**src/rtl/regfile_wb_queue.sv**
```systemverilog
// Write-back queue in front of the regfile write port: FIFO of pending register
// writes with youngest-match bypass on both read ports.
module regfile_wb_queue #(
  parameter int unsigned DEPTH = 4,
  parameter int unsigned AW    = 5,
  parameter int unsigned DW    = 32
) (
  input  logic                     clk,
  input  logic                     nrst,
  input  logic                     in_valid,
  output logic                     in_ready,
  input  logic [AW-1:0]            in_addr,
  input  logic [DW-1:0]            in_data,
  input  logic                     wr_gnt,
  output logic                     wr_en,
  output logic [AW-1:0]            wr_addr,
  output logic [DW-1:0]            wr_data,
  input  logic [AW-1:0]            rd_addrA,
  input  logic [AW-1:0]            rd_addrB,
  output logic                     byp_hitA,
  output logic [DW-1:0]            byp_dataA,
  output logic                     byp_hitB,
  output logic [DW-1:0]            byp_dataB,
  output logic [$clog2(DEPTH):0]   count
);

  localparam int unsigned PW = $clog2(DEPTH);
  localparam int unsigned CW = PW + 1;

  logic [PW-1:0]    head_q, tail_q;
  logic [CW-1:0]    count_q;
  logic [DEPTH-1:0] valid_q;
  logic [AW-1:0]    addr_q [DEPTH];
  logic [DW-1:0]    data_q [DEPTH];

  logic full, empty, accept, push, pop;

  assign full     = (count_q == CW'(DEPTH));
  assign empty    = (count_q == '0);
  assign in_ready = !full;
  assign accept   = in_valid && in_ready;
  // Writes to register 0 complete the handshake but never occupy an entry.
  assign push     = accept && (in_addr != '0);
  assign wr_en    = !empty && wr_gnt;
  assign pop      = wr_en;
  assign count    = count_q;
  assign wr_addr  = empty ? '0 : addr_q[head_q];
  assign wr_data  = empty ? '0 : data_q[head_q];

  always_ff @(posedge clk or negedge nrst) begin
    if (!nrst) begin
      head_q  <= '0;
      tail_q  <= '0;
      count_q <= '0;
      valid_q <= '0;
    end else begin
      if (pop) begin
        head_q          <= head_q + PW'(1);
        valid_q[head_q] <= 1'b0;
      end
      if (push) begin
        tail_q          <= tail_q + PW'(1);
        valid_q[tail_q] <= 1'b1;
      end
      case ({push, pop})
        2'b10:   count_q <= count_q + CW'(1);
        2'b01:   count_q <= count_q - CW'(1);
        default: count_q <= count_q;
      endcase
    end
  end

  // Payload storage is qualified by valid_q/count_q, so it needs no reset.
  always_ff @(posedge clk) begin
    if (push) begin
      addr_q[tail_q] <= in_addr;
      data_q[tail_q] <= in_data;
    end
  end

  // Walk oldest to youngest so the last match wins.
  always_comb begin
    logic [PW-1:0] idx;
    byp_hitA  = 1'b0;
    byp_dataA = '0;
    byp_hitB  = 1'b0;
    byp_dataB = '0;
    idx       = '0;
    for (int unsigned k = 0; k < DEPTH; k++) begin
      idx = head_q + PW'(k);
      if (valid_q[idx] && (rd_addrA != '0) && (addr_q[idx] == rd_addrA)) begin
        byp_hitA  = 1'b1;
        byp_dataA = data_q[idx];
      end
      if (valid_q[idx] && (rd_addrB != '0) && (addr_q[idx] == rd_addrB)) begin
        byp_hitB  = 1'b1;
        byp_dataB = data_q[idx];
      end
    end
  end

endmodule

```
**config.mk**
```make
export PLATFORM = sky130hd
export DESIGN_NAME = regfile_wb_queue
export DESIGN_NICKNAME = d
export VERILOG_FILES = /design/src/rtl/regfile_wb_queue.sv
export SDC_FILE = /design/constraint.sdc
export NUM_CORES = 1
export LEC_CHECK = 0
export ABC_AREA = 0
export CORE_UTILIZATION = 55
export CTS_BUF_LIST = sky130_fd_sc_hd__clkbuf_8
export DETAILED_ROUTE_END_ITERATION = 12
export GPL_TIMING_DRIVEN = 1
export PLACE_DENSITY = 0.8
export SETUP_SLACK_MARGIN = 0.15
export SYNTH_ARGS = -nofsm -noshare
export SYNTH_HDL_FRONTEND = slang
export SYNTH_SLANG_ARGS = --single-unit
```
**constraint.sdc**
```tcl
create_clock -name clk -period 6.6 [get_ports clk]
set_input_delay 0.66 -clock clk [delete_from_list [all_inputs] [get_ports clk]]
set_output_delay 0.66 -clock clk [all_outputs]
set_load 0.01 [all_outputs]
```
==> run_results.csv <==
group,metric,value,unit
final_layout,drive_above_1_share,0.205,
floorplan,die-area,22400,sq um
cts,htreeDepth,4,
cts,cts_root_buf,"clkbuf_8",
final_layout,syn_to_final_growth,16.0,%
cts,insertion_delay,0.46,ns
placed_design,place.gp.congestion,0.879,
worst_setup_path,crit_path_end_kind,"output port",
timing,rsz0062_at_grt,"no",
floorplan,die_y,150,microns
global_route,grt_pass1_wl,46600,microns
timing,hold_violations,0,
power,pwr-share-comb,0.679,
worst_setup_path,ff2ff_path_depth,5,
worst_setup_path,cp_slowest_cell,"mux4_1",
route,drtPass1Iterations,7,
power,p_clk_frac,0.101,
global_route,grt_max_degree,155,
timing,fmax,179,MHz
worst_setup_path,path_delay_family,"buffers and inverters",
worst_setup_path,cp.depth,10,
placed_design,placed_area,13500,sq um
synthesis,synth_cell_types,57,
final_layout,final_area,13900,sq um
route,drcViolationCount,0,
global_route,grt_overflow_total,0,
route,num_vias,8489,
global_route,antenna_found_initial,2,
route,finalWirelength,29800,microns
cts,ctsHoldBuffers,0,
timing,setup_viol,0,
synthesis,yosys_warnings,0,
cts,cts_setup_buffers,0,
worst_setup_path,max_stage_delay,0.69,ns
placed_design,hpwl,19400,microns
global_route,grt_usage,0.278,
synthesis,synthFlopType,"edfxtp_1",
worst_setup_path,crit_type,"reg -> out",
power,switchingPower,0.00274,W
synthesis,syn_inst,837,
timing,period_needed,5.59,ns
power,intPower,0.00408,W
floorplan,pin_count,159,
synthesis,netlist_area,12000,sq um
route,dr.first_iter.drc_count,744,
global_route,grt_pass1_vias,8469,
timing,fin_crit_sh,0.847,
floorplan,core-area,21200,sq um
final_layout,fill_cells,1527,
cts,cts_tree,"built",
power,p_leak,4.72,nW
worst_setup_path,cp_max_fo,35,
timing,setup_tns,0,ns
route,via_per_inst,6.88,
worst_setup_path,crit_buf_inv,3,
synthesis,synth-seq-cells,159,
final_layout,regArea,4730,sq um
final_layout,nets,1006,
hold_path,holdCritPathClass,"in -> async",
route,ant_nets,0,
final_layout,multi_input_area,6690,sq um
synthesis,synth.avg_cell_area,14.3,sq um
route,post_drt_wl_per_cell,24.1,microns
synthesis,async_reset_ff_frac,0.0692,
worst_setup_path,start_kind,"register",
timing,finalClockSkew,0.00846,ns
cts,clockBufferDepth,2,
power,powerDensity,490,nW/um^2
run_status,status,"complete, no violations",
synthesis,seq_area_frac_synth,0.393,
power,p_seq_frac,0.221,
worst_setup_path,crit_required,5.94,ns
final_layout,utilization,0.657,
floorplan,start_util,0.566,
placed_design,io_buffers,158,
job,maxCapViolations,0,
cts,cts_made_buffers,17,
timing,worst_pin_slew,1.17,ns
power,power,0.00682,W
cts,cts.repair.resized,0,
worst_setup_path,crit_chain,"inv_1 -> ha_4 -> mux4_1 -> xnor2_1 -> nand4_1 -> or2_2 -> buf_4 -> mux2i_1 -> o221ai_1 -> clkdlybuf4s50_1",
floorplan,die_w,150,microns
power,irDropWorstVdd,0.366,mV
power,swShare,0.402,
cts,cts_sinks,159,
timing,final_max_slew_viol_count,0,
synthesis,syn_nets,898,
timing,slew_headroom,0.219,
worst_setup_path,cp.arrival,4.93,ns
cts,clk_pin_slew,0.08,ns
floorplan,rows,53,
synthesis,synth-edff-count,148,
## registers in the layout, indices dropped and copies added (netlist names)
register  count
data_q      128
valid_q       4
addr_q       20
count         3
tail_q        2
head_q        2
## final timing paths
kind / start / end / slack (ns)
worst min-delay path: nrst / count[1] / 0.53
worst max-delay path: head_q[0] / byp_dataA[5] / 1.01
worst min register to register: count[2] / count[2] / 0.54
min in group clk: count[2] / count[2] / 0.54
worst max register to register: count[0] / data_q[0][19] / 4.05
max in group asynchronous: nrst / head_q[1] / 5.69
## cells by family (layout without fill, tap and decap cells)
family	count (synthesis)	in the layout	share of synthesized area
multiplexers	182	182	0.332
XOR/XNOR	45	45	0.0363
buffers and inverters	104	225	0.0539
AND/OR/NAND/NOR	186	186	0.0753
adder cells (fa/ha/maj)	10	10	0.0110
AO/OA/AOI/OAI	151	151	0.0989
flip-flops	159	159	0.393
other	0	1	0
## layout make-up
type | count | area share
sequential | 159 | 0.339
inverter | 20 | 0.00539
multi-input combinational | 574 | 0.480
timing repair buffer | 173 | 0.122
tap | 275 | 0.0247
clock buffer | 17 | 0.0168
clock inverter | 15 | 0.0107
antenna | 1 | 0.000180
## power by group through the flow
stage	Clock (W)	Combinational, W	Sequential, W
after global routing	0.000736	0.00497	0.00153
final	0.000687	0.00463	0.00150
after global placement	0	0.00456	0.00150
after CTS	0.000694	0.00464	0.00150
after floorplan	0	0.00338	0.00147
after detailed placement	0	0.00461	0.00152
## per-layer routing
| layer | vias up | GRT usage | wire length [microns] |
|---|---|---|---|
| li1 | 3675 | - | - |
| met4 | 0 | 0.117 | 913 |
| met1 | 4253 | 0.363 | 11400 |
| met5 | - | 0 | 0 |
| met3 | 69 | 0.0695 | 2910 |
| met2 | 492 | 0.447 | 14500 |
## cells in the mapped netlist (3+ instances only)
master          count  area [sq um]
edfxtp_1          148          4440
nand2_1            94           353
mux4_2             71          1600
mux4_1             46          1210
mux4_4             35           876
xnor2_1            35           307
o21ai_0            31           155
o21ai_1            31           155
clkbuf_1           30           113
mux2i_1            30           300
nor2b_1            28           175
o221ai_1           26           228
buf_2              22           110
a221oi_2           20           300
inv_1              20          75.1
nor2_1             20          75.1
dfrtp_1            11           275
buf_4              10          75.1
buf_6              10           113
nand3_1            10          50.1
ha_1                9           113
a211oi_1            8          60.1
a2111oi_0           7          61.3
nor3_1              6          30.0
xor2_1              6          52.6
a21oi_1             5          25.0
and2_1              5          31.3
nand4_1             5          31.3
a21o_1              4          30.0
a221oi_1            4          35.0
a22o_1              4          35.0
nor3b_1             4          30.0
buf_12              3          60.1
clkbuf_8            3          41.3
dlymetal6s2s_1      3          37.5
xnor2_2             3          48.8
## cells in the final DEF, fill, tap and decap left out, drive strengths merged, types with 2 or more instances in the layout
| master | instances |
|---|---|
| a2111oi | 8 |
| a211o | 2 |
| a211oi | 9 |
| a21o | 4 |
| a21oi | 5 |
| a221oi | 24 |
| a22o | 4 |
| a311o | 2 |
| a31oi | 2 |
| and2 | 5 |
| buf | 15 |
| bufinv | 2 |
| clkbuf | 17 |
| clkdlybuf4s50 | 158 |
| clkinv | 5 |
| clkinvlp | 5 |
| dfrtp | 11 |
| edfxtp | 148 |
| ha | 9 |
| inv | 23 |
| mux2i | 30 |
| mux4 | 152 |
| nand2 | 94 |
| nand3 | 10 |
| nand4 | 6 |
| nor2 | 22 |
| nor2b | 28 |
| nor3 | 8 |
| nor3b | 4 |
| o211ai | 2 |
| o21ai | 62 |
| o221ai | 26 |
| or2 | 4 |
| or4 | 2 |
| xnor2 | 39 |
| xor2 | 6 |
## per-stage QoR
stage | hold slack [ns] | worst slack [ns] | instances
final | 0.529 | 1.01 | 1234
after CTS | 0.526 | 1.03 | 1233
after global placement | 0.512 | 1.60 | 1201
after floorplan | 0.364 | 1.99 | 837
after detailed placement | 0.526 | 1.56 | 1201
after global routing | 0.555 | 0.767 | 1234
(Power assumes the default switching activity.)
==> RTL change 1: new RTL, same settings <==
Reset style: synchronous (`nrst`), changed in one clocked block.
--- a/src/rtl/regfile_wb_queue.sv
+++ b/src/rtl/regfile_wb_queue.sv
@@ -49,3 +49,3 @@
 
-  always_ff @(posedge clk or negedge nrst) begin
+  always_ff @(posedge clk) begin
     if (!nrst) begin
Formal check against the unedited RTL: differs if nrst is asserted again (counterexample within 4 cycles, from zero or initial values and one cycle with nrst low); with nrst held inactive, the same outputs for 4 cycles.
==> RTL change 1 against the original RTL <==
Sequential cell count increased by 2. Synthesized area decreased by 4.4%. Sequential share of layout area is 0.77 points higher. Design area decreased by 2.5%. Setup slack lost 86 ps. Register-to-register slack worse by 130 ps. Die area down 4.3%. Wire length up 7.1%. Power fell by 32%. Synthesized cell count up 4.7%.
==> RTL change 1: results (changes against the original RTL) <==
Logic synthesis
  • Syn Area/Cell: 13.1 um^2 (was 14.3 um^2)
  • Count of cell types in the netlist: 42 (was 57)
  • Synth cell count leaders: edfxtp_1, mux4_2, and2_1 (was edfxtp_1, nand2_1, mux4_2)
  • Seq/Total Area, Yosys: 41.0% (was 39.3%)
  • Count of state elements after synthesis: 161 (was 159)
  • Post-synth net total: 937 (was 898)

STA
  • Final Skew: 10.8 ps (was 8.46 ps)
  • Hold slack: 562 ps (was 529 ps)
  • Worst slew pin tran: 1400 ps (was 1170 ps)

Setup path
  • Max FO, Critical Path: 50 (was 35)
  • Worst flop-to-flop path startpoint: count[2]$_SDFFE_PN0P_ (was count[0]$_DFFE_PN0P_)

Run status
  • Status: finished, final reports clean (unchanged)

Global route
  • Total GRT Usage: 31.1% (was 27.8%)
  • First-pass GRT wire length: 50,900 um (was 46,600 um)
  • Initial antenna violation count: 1 (was 2)
  • Vias in the first global route: 9,127 (was 8,469)

Layout
  • Layout non-clock buf frac: 12.8% (was 12.2%)
  • Fillers: 1,467 (was 1,527)
  • Clock-cell share: 3.00% (was 2.75%)
  • Share of cells above drive strength 1: 22.0% (was 20.5%)
  • Nonclk buf count: 178 (was 173)
  • Multi-In Gates: 614 (was 574)
  • Final Util: 66.7% (was 65.7%)
  • Fraction of area in multi-input gates: 46.7% (was 48.0%)

Worst hold path
  • Worst hold path type: reg -> reg (was in -> async)

Floorplanning
  • Die area: 21,500 um^2 (was 22,400 um^2)

Pwr
  • Switching Share: 37.5% (was 40.2%)

Drt
  • Detailed Routing Iterations Pass 1: 6 (was 7)
  • Wirelength per Cell: 25.2 um (was 24.1 um)
  • Final WL: 31,900 um (was 29,800 um)
  • Drt via density: 7.11 (was 6.88)

Place
  • Final HPWL DP: 20,100 um (was 19,400 um)
  • Routability-driven placement congestion ratio: 0.874 (was 0.879)
  • Placed Area: 13,200 um^2 (was 13,500 um^2)
RTL change 1: worst max path at each step:
stage	cells past startpoint	slack (ps)	end	from
after floorplan	14	2290	byp_dataA[21]	head_q[0]$_SDFFE_PN0N_
final	11	920	byp_dataA[31]	head_q[0]$_SDFFE_PN0N_
after global routing	9	680	byp_dataB[18]	head_q[0]$_SDFFE_PN0N_
after detailed placement	11	1520	byp_dataA[31]	head_q[0]$_SDFFE_PN0N_
after CTS	11	980	byp_dataA[31]	head_q[0]$_SDFFE_PN0N_
after global placement	10	1610	byp_dataB[25]	head_q[0]$_SDFFE_PN0N_
RTL change 1: cells by family after synthesis:
family,Yosys count,synth area share (%)
compound gates,220,12.6
xor+xnor,42,3.20
fa+ha+maj,10,1.15
buf+inv,101,4.31
flops,161,41.0
mux,158,29.6
simple gates,184,8.17
RTL change 1: routing by layer:
metal	routed length, um	global-route usage, %	vias up
met1	11700	40.2	4473
met5	13	0	-
met2	15800	51.1	656
met4	952	14.1	2
li1	-	-	3764
met3	3400	6.13	86
==> RTL change 2: new RTL, config.mk and constraints unchanged <==
Made on the original files. Change the parameter `DW` from 32 to 36.
--- a/src/rtl/regfile_wb_queue.sv
+++ b/src/rtl/regfile_wb_queue.sv
@@ -5,3 +5,3 @@
   parameter int unsigned AW    = 5,
-  parameter int unsigned DW    = 32
+  parameter int unsigned DW    = 36
 ) (
Interface: changed (resized byp_dataA, byp_dataB, in_data and wr_data); port bits go from 159 to 175. No check against the original RTL was run, so the function may have changed too.
==> RTL change 2 against the original RTL <==
Synthesized area is 6.6% higher. Setup slack worse by 290 ps. Critical endpoint is now byp_dataA[32]. Sequential share of layout area increased by 0.56 points. Clock skew down 0.68 ps. Power grew 11%. Global-route usage up 2.7 points. Design area grew 8.4%. Die area increased by 6.5%. Count of clock-buffer cells in the layout unchanged. Highest routed layer unchanged. Sequential cell count up 16. Wire length is 19% higher.
==> RTL change 2: results (changes against the original RTL) <==
Pwr
  • Static leakage: 4.80 nW (was 4.72 nW)
  • VDD IR max: 405 uV (was 366 uV)
  • Net Switching: 3.13 mW (was 2.74 mW)

Logic synthesis
  • Synth cell count leaders: mux4_2, edfxtp_1, nor2_1 (was edfxtp_1, nand2_1, mux4_2)
  • Seq/Total Area, Yosys: 40.6% (was 39.3%)
  • Top-count cell post-synth: mux4_2 (was edfxtp_1)
  • Count of cell types in the netlist: 45 (was 57)
  • Leading post-synthesis cells by cell area: edfxtp_1, mux4_2, a211oi_1 (was edfxtp_1, mux4_2, mux4_1)
  • Post-synth EDFFs: 164 (was 148)

Place
  • IO buf count: 174 (was 158)
  • Post-Place Cells: 1,348 (was 1,201)
  • Placed Area: 14,700 um^2 (was 13,500 um^2)

Drt
  • Detailed Routing Iterations Pass 1: 5 (was 7)
  • Final WL: 35,400 um (was 29,800 um)
  • Iteration-0 DRC Markers: 996 (was 744)

Run status
  • Status: finished, final reports clean (unchanged)

Setup path
  • Max FO, Critical Path: 48 (was 35)
  • Worst EP arrival: 5220 ps (was 4930 ps)
  • Critical-path top delay cell: dfrtp_4 (was mux4_1)

Global route
  • Vias in the first global route: 9,880 (was 8,469)
  • Largest net degree at the start of global routing: 72 (was 155)

Layout
  • Finished Layout Cells: 1,381 (was 1,234)
  • Biggest regs: data_q (144), addr_q (20), valid_q (4) (was data_q (128), addr_q (20), valid_q (4))
  • # nets final: 1,147 (was 1,006)

STA
  • Final Skew: 7.78 ps (was 8.46 ps)
[RTL change 2: cell types whose count changed in the layout (fill, tap and decap cells not counted), sizes merged, moves of 24 or more]
| cell | delta |
|---|---|
| o21ai | -57 |
| nor3b | +31 |
| nor2 | +36 |
| a221oi | -24 |
| o221ai | -25 |
| nand2 | -57 |
| o211ai | +24 |
| a211oi | +46 |
| nor3 | +42 |
| a31oi | +33 |
| nand3 | +34 |
[RTL change 2: cell families (layout without fill, tap and decap cells)]
logic type,count (synthesis),in the layout,share of synthesized area [%]
adders and majority gates,10,10,1.04
and+or+nand+nor,286,286,11.7
other,0,1,0
AOI/OAI and AO/OA,135,135,7.50
xor gates and xnor gates,46,46,3.15
muxes,201,201,32.0
DFF,175,175,40.6
buffers and inverters,112,242,3.93
[RTL change 2: worst register-to-register path, delay by kind of cell, from the launching register on]
| family | cells | cell delay (ps) |
|---|---|---|
| AND/OR/NAND/NOR | 3 | 1100 |
| adder cells (fa/ha/maj) | 2 | 500 |
| flip-flops | 1 | 440 |
| XOR/XNOR | 2 | 290 |
| buffers and inverters | 1 | 80 |
[RTL change 2: layout make-up]
class                      count  area (um^2)
clock inverter                15          146
fill                        1572         7610
clock buffer                  17          234
sequential                   175         5210
multi-input combinational    678         7160
timing repair buffer         200         1950
inverter                      10         37.5
tap                          285          357
antenna                        1         2.50
[RTL change 2: power groups by stage]
stage	sequential, mW	combinational [mW]	clock, mW
after global placement	1.71	5.03	0
final	1.73	5.12	0.722
after CTS	1.72	5.11	0.729
after floorplan	1.62	3.56	0
after global routing	1.75	5.43	0.768
after detailed placement	1.74	5.09	0
[RTL change 2: final timing paths]
path,cells past startpoint,slack [ps],from,end
worst max-delay path,11,720,head_q[0]$_DFFE_PN0N_,byp_dataA[32]
max in group asynchronous,1,5650,nrst,head_q[0]$_DFFE_PN0N_
worst max register to register,8,4080,count[0]$_DFFE_PN0P_,count[2]$_DFFE_PN0P_
worst min register to register,1,570,count[2]$_DFFE_PN0P_,count[2]$_DFFE_PN0P_
min in group clk,1,570,count[2]$_DFFE_PN0P_,count[2]$_DFFE_PN0P_
worst min-delay path,1,540,nrst,tail_q[0]$_DFFE_PN0P_
[RTL change 2: metal layers]
metal  GRT usage [%]  part of all wire, %  vias to the layer above
met5               0                    0                        -
met4            16.2                  4.1                        0
met3            6.02                   12                      113
met2            49.4                   48                      761
met1            39.2                   36                     4941
li1                -                    -                     4167
